### src/rtl/cdb_arbiter.sv
// Round-robin arbiter for the common data bus: one-hot combinational grant, registered broadcast.
// Optional per-FU grant and stall counters are built when CDB_PERF_EN is defined.
module cdb_arbiter #(
  parameter int NUM_FU = 4,
  parameter int TAG_W  = 5,
  parameter int DATA_W = 32
) (
  input  logic                     clk,
  input  logic                     rstn,
  input  logic                     flush,
  input  logic                     cdb_stall,
  input  logic [NUM_FU-1:0]        fu_valid,
  input  logic [NUM_FU*TAG_W-1:0]  fu_tag,
  input  logic [NUM_FU*DATA_W-1:0] fu_data,
  output logic [NUM_FU-1:0]        fu_ready,
  output logic                     cdb_valid,
  output logic [TAG_W-1:0]         cdb_tag,
  output logic [DATA_W-1:0]        cdb_data,
  output logic [2:0]               cdb_src
`ifdef CDB_PERF_EN
  ,
  output logic [NUM_FU*16-1:0]     perf_grants,
  output logic [15:0]              perf_stall_cycles
`endif
);

  localparam int PTR_W = (NUM_FU > 1) ? $clog2(NUM_FU) : 1;

  logic [PTR_W-1:0]  rr_ptr_q, rr_ptr_d;
  logic [NUM_FU-1:0] grant_s;
  logic [PTR_W-1:0]  grant_idx_s;
  logic              xfer_s;
  logic              cdb_valid_q;
  logic [TAG_W-1:0]  cdb_tag_q;
  logic [DATA_W-1:0] cdb_data_q;
  logic [2:0]        cdb_src_q;

  // Round-robin scan starting at rr_ptr_q; flush, stall and reset suppress every grant.
  always_comb begin
    logic       found_v;
    int         sum_v;
    logic [PTR_W-1:0] idx_v;
    grant_s     = '0;
    grant_idx_s = '0;
    found_v     = 1'b0;
    sum_v       = 0;
    idx_v       = '0;
    if (rstn && !flush && !cdb_stall) begin
      for (int k = 0; k < NUM_FU; k++) begin
        sum_v = int'(rr_ptr_q) + k;
        if (sum_v >= NUM_FU) begin
          sum_v = sum_v - NUM_FU;
        end else begin
          sum_v = sum_v;
        end
        idx_v = PTR_W'(sum_v);
        if (!found_v && fu_valid[idx_v]) begin
          grant_s[idx_v] = 1'b1;
          grant_idx_s    = idx_v;
          found_v        = 1'b1;
        end else begin
          found_v = found_v;
        end
      end
    end else begin
      grant_s = '0;
    end
  end

  assign xfer_s = |(fu_valid & grant_s);

  // Pointer advances past the winner, wrapping at the last FU.
  always_comb begin
    rr_ptr_d = rr_ptr_q;
    if (xfer_s) begin
      if (int'(grant_idx_s) == NUM_FU - 1) begin
        rr_ptr_d = '0;
      end else begin
        rr_ptr_d = grant_idx_s + PTR_W'(1);
      end
    end else begin
      rr_ptr_d = rr_ptr_q;
    end
  end

  // Broadcast register: valid pulses per transfer, payload holds between transfers.
  always_ff @(posedge clk) begin
    if (!rstn) begin
      rr_ptr_q    <= '0;
      cdb_valid_q <= 1'b0;
      cdb_tag_q   <= '0;
      cdb_data_q  <= '0;
      cdb_src_q   <= 3'd0;
    end else begin
      rr_ptr_q    <= rr_ptr_d;
      cdb_valid_q <= xfer_s && !flush;
      if (xfer_s) begin
        cdb_tag_q  <= fu_tag[grant_idx_s*TAG_W +: TAG_W];
        cdb_data_q <= fu_data[grant_idx_s*DATA_W +: DATA_W];
        cdb_src_q  <= 3'(grant_idx_s);
      end
    end
  end

  assign fu_ready  = grant_s;
  assign cdb_valid = cdb_valid_q;
  assign cdb_tag   = cdb_tag_q;
  assign cdb_data  = cdb_data_q;
  assign cdb_src   = cdb_src_q;

`ifdef CDB_PERF_EN
  logic [NUM_FU*16-1:0] perf_grants_q;
  logic [15:0]          perf_stall_q;

  // Saturating counters; only reset clears them, flush does not.
  always_ff @(posedge clk) begin
    if (!rstn) begin
      perf_grants_q <= '0;
      perf_stall_q  <= 16'd0;
    end else begin
      for (int i = 0; i < NUM_FU; i++) begin
        if (fu_valid[i] && grant_s[i] && (perf_grants_q[i*16 +: 16] != 16'hFFFF)) begin
          perf_grants_q[i*16 +: 16] <= perf_grants_q[i*16 +: 16] + 16'd1;
        end
      end
      if (cdb_stall && (|fu_valid) && (perf_stall_q != 16'hFFFF)) begin
        perf_stall_q <= perf_stall_q + 16'd1;
      end
    end
  end

  assign perf_grants       = perf_grants_q;
  assign perf_stall_cycles = perf_stall_q;
`endif

endmodule
### config.mk
export PLATFORM = sky130hd
export DESIGN_NAME = cdb_arbiter
export DESIGN_NICKNAME = d
export VERILOG_FILES = /design/src/rtl/cdb_arbiter.sv
export SDC_FILE = /design/constraint.sdc
export NUM_CORES = 1
export LEC_CHECK = 0
export CORE_UTILIZATION = 43
export CTS_BUF_LIST = sky130_fd_sc_hd__clkbuf_2
export DETAILED_ROUTE_END_ITERATION = 8
export PLACE_DENSITY = 0.95
export RECOVER_POWER = 50
export SETUP_SLACK_MARGIN = 0.02
export SLEW_MARGIN = 25
export SYNTH_ARGS = -nofsm -noshare
export SYNTH_HDL_FRONTEND = slang
export SYNTH_SLANG_ARGS = --single-unit
### constraint.sdc
create_clock -name clk -period 4.6 [get_ports clk]
set_input_delay 1.15 -clock clk [delete_from_list [all_inputs] [get_ports clk]]
set_output_delay 1.15 -clock clk [all_outputs]
set_load 0.005 [all_outputs]
==> run metrics <==
status=finished clean; Layout fillers=632; Max Cap Viol=0; CTS tree=built; EDFF count, synth=0; fin area=0.005582 mm2; most frequent cells after synthesis=nand2_1 (118), a21oi_1 (42), dfxtp_1 (42); largest net degree at the start of global routing=76; Final Setup Violations=0; antenna cell count=0; GPL Wtd Cong=0.8708; DR pass1 iterations=5; ys async rst share=0; number of buffers created by CTS=5; via count=3993; DP HPWL=8594 um; syn_area_per_cell=7.826 um2; worst hold slack=467.8 ps; wire per inst=15.27 um; WS Path Type=flop to output port; Starting Density=0.4515; Die Ht=93 um; worst path cell trace=inv_1 > ha_2 > mux2_2 > mux2i_1 > buf_4 > mux2i_1 > mux2_2 > a21oi_1 > clkdlybuf4s50_1; Synth Flop Type=dfxtp_1; worst endpoint required time=roughly 3500 ps; CP peak stage delay=roughly 520 ps; Clock Latency Late Sink=390 ps; setup TNS=0 ps; Ys Warns=0; top cell type's share of synthesized area=0.2361; sequential area share after synthesis=0.2361; antenna violations before repair=0; Post-Syn Instances=~460; first-pass GRT wire length=18150 um; sink count of the clock tree=42; WL final=11270 um; H-tree levels=2; Slew Limit Fails=0; area delta synth->final=56.75%; Final Hold Violating Endpoints=0; antenna-violating nets left=0; DR iter-0 viols=between 150 and 200; CP Data Arrival Time=3120 ps; count leader, synth=nand2_1; I/O pin total=201; Worst VDD drop=0.1108 mV; Cell Rows=32; Final Critical Period=4269 ps; die width=93 um; Slew @ Worst Pin=973.6 ps; fmax=between 200 and 250 MHz; Leak=2.313 nW; Slowest-stage cell, CP=clkdlybuf4s50_1; post-CTS setup buffer count=0; root buf cell=clkbuf_2; Vias per Instance=roughly 5.4; Tot Pwr=roughly 1.1 mW; final core area utilization=0.7076; Synth Register Bits=42; Overflow after GRT=0; Syn Std Cell Area=approximately 0.0036 mm2; layout cells sized above 1=0.1651; Worst Setup End Kind=output port; vias in the first global route=between 3000 and 4000; Die Area=0.008649 mm2; Layout Nets=800; GR Util All Layers=0.2610; core outline area=0.007888 mm2; slew margin rel.=0.3509; post-route DRC violation count=0; clk buf depth=2; RSZ-0062 raised after global routing=false; crit start category=flop; Max FO, Critical Path=11; Final Skew=16.85 ps; count of input and output buffers=199; dpl cell area=0.005572 mm2; Area contributors post-synth=dfxtp_1 (24%), nand2_1 (12%), a32o_1 (10%), nand3_2 (7.9%), o21ai_2 (6.6%); Worst Hold Class=flop to flop; Syn Nets=620; fin crit share=0.9281; pwr dens=190.3 mW/mm2; Clock transition at path regs=210 ps; dominant cell type by area after synthesis=dfxtp_1; library cells used by synthesis=48
## logic make-up (layout without fill, tap and decap cells)
logic type,after synthesis,after routing,synth area share
simple gates,189,189,0.2730
buf+inv,56,237,0.1022
mux,12,12,0.04216
flops,42,42,0.2361
fa+ha+maj,9,9,0.03162
other cells,1,1,0.001053
compound gates,146,146,0.3138
## worst paths after layout
kind | cells after the start | slack (ps) | end | start
setup / recovery | 9 | 330 | fu_ready[1] | rr_ptr_q[0]
hold / removal | 2 | 470 | cdb_src[1] | cdb_src[1]
setup reg to reg | 11 | 520 | cdb_src[0] | rr_ptr_q[0]
hold reg to reg | 2 | 470 | cdb_src[1] | cdb_src[1]
## cell type report
class	instances	area (um2)	share of cell area
Inverter	7	26.28	0.004707
Clock inverter	2	8.758	0.001569
Clock buffer	6	30.03	0.005380
Multi-Input combinational cell	357	2352	0.4214
Timing Repair Buffer	222	2196	0.3934
Sequential cell	42	840.8	0.1506
Tap cell	102	127.6	0.02286
## metal layers
metal,up-vias,GRT usage,routed length (um)
met2,147,0.4571,5754
met5,-,0,0
li1,2002,-,-
met1,1834,0.3307,4711
met4,0,0.04872,103
met3,10,0.05528,698
## flip-flops by register name, indices dropped and copies added (netlist names)
signal	count
cdb_src	2
cdb_data	32
rr_ptr_q	2
cdb_valid	1
cdb_tag	5
## power breakdown
part,leakage [nW],internal (mW),switching (mW)
logic,1.94,0.282,0.204
registers,0.342,0.400,0.0199
clock network,0.0304,0.0375,0.119
total,2.31,0.719,0.343
## layout by cell type, fill, tap and decap left out, types with 14 or more instances in the layout
master / n
a32o_1: 37
nand3_2: 28
buf_4: 19
o21ai_2: 27
a21oi_1: 42
clkdlybuf4s50_1: 154
dlygate4sd3_1: 40
dfxtp_1: 42
nand3_1: 14
nand2_1: 118
o21ai_1: 14
## per-stage QoR
step | setup WS [ps] | cells
3_3_place_gp | 67.40 | 730
2_1_floorplan | 1014 | 455
5_1_grt | 103.7 | 738
4_1_cts | 25.71 | 738
3_5_place_dp | 38.40 | 730
6_report | 330.8 | 738
## worst max-delay path: cells and delay by family, from the launching register on
kind | cells | cell delay, ps
compound gates | 1 | 160
fa+ha+maj | 1 | 490
flops | 1 | 390
buf+inv | 3 | 810
mux | 4 | 870
## timing repair
item / 4_1_cts / 5_1_grt
endpoints found under the setup margin: 0 / 4
gates resized for setup: 0 / 5
hold buffers: 0 / 0
hold endpoints to repair: 0 / 0
(Power assumes the default switching activity.)
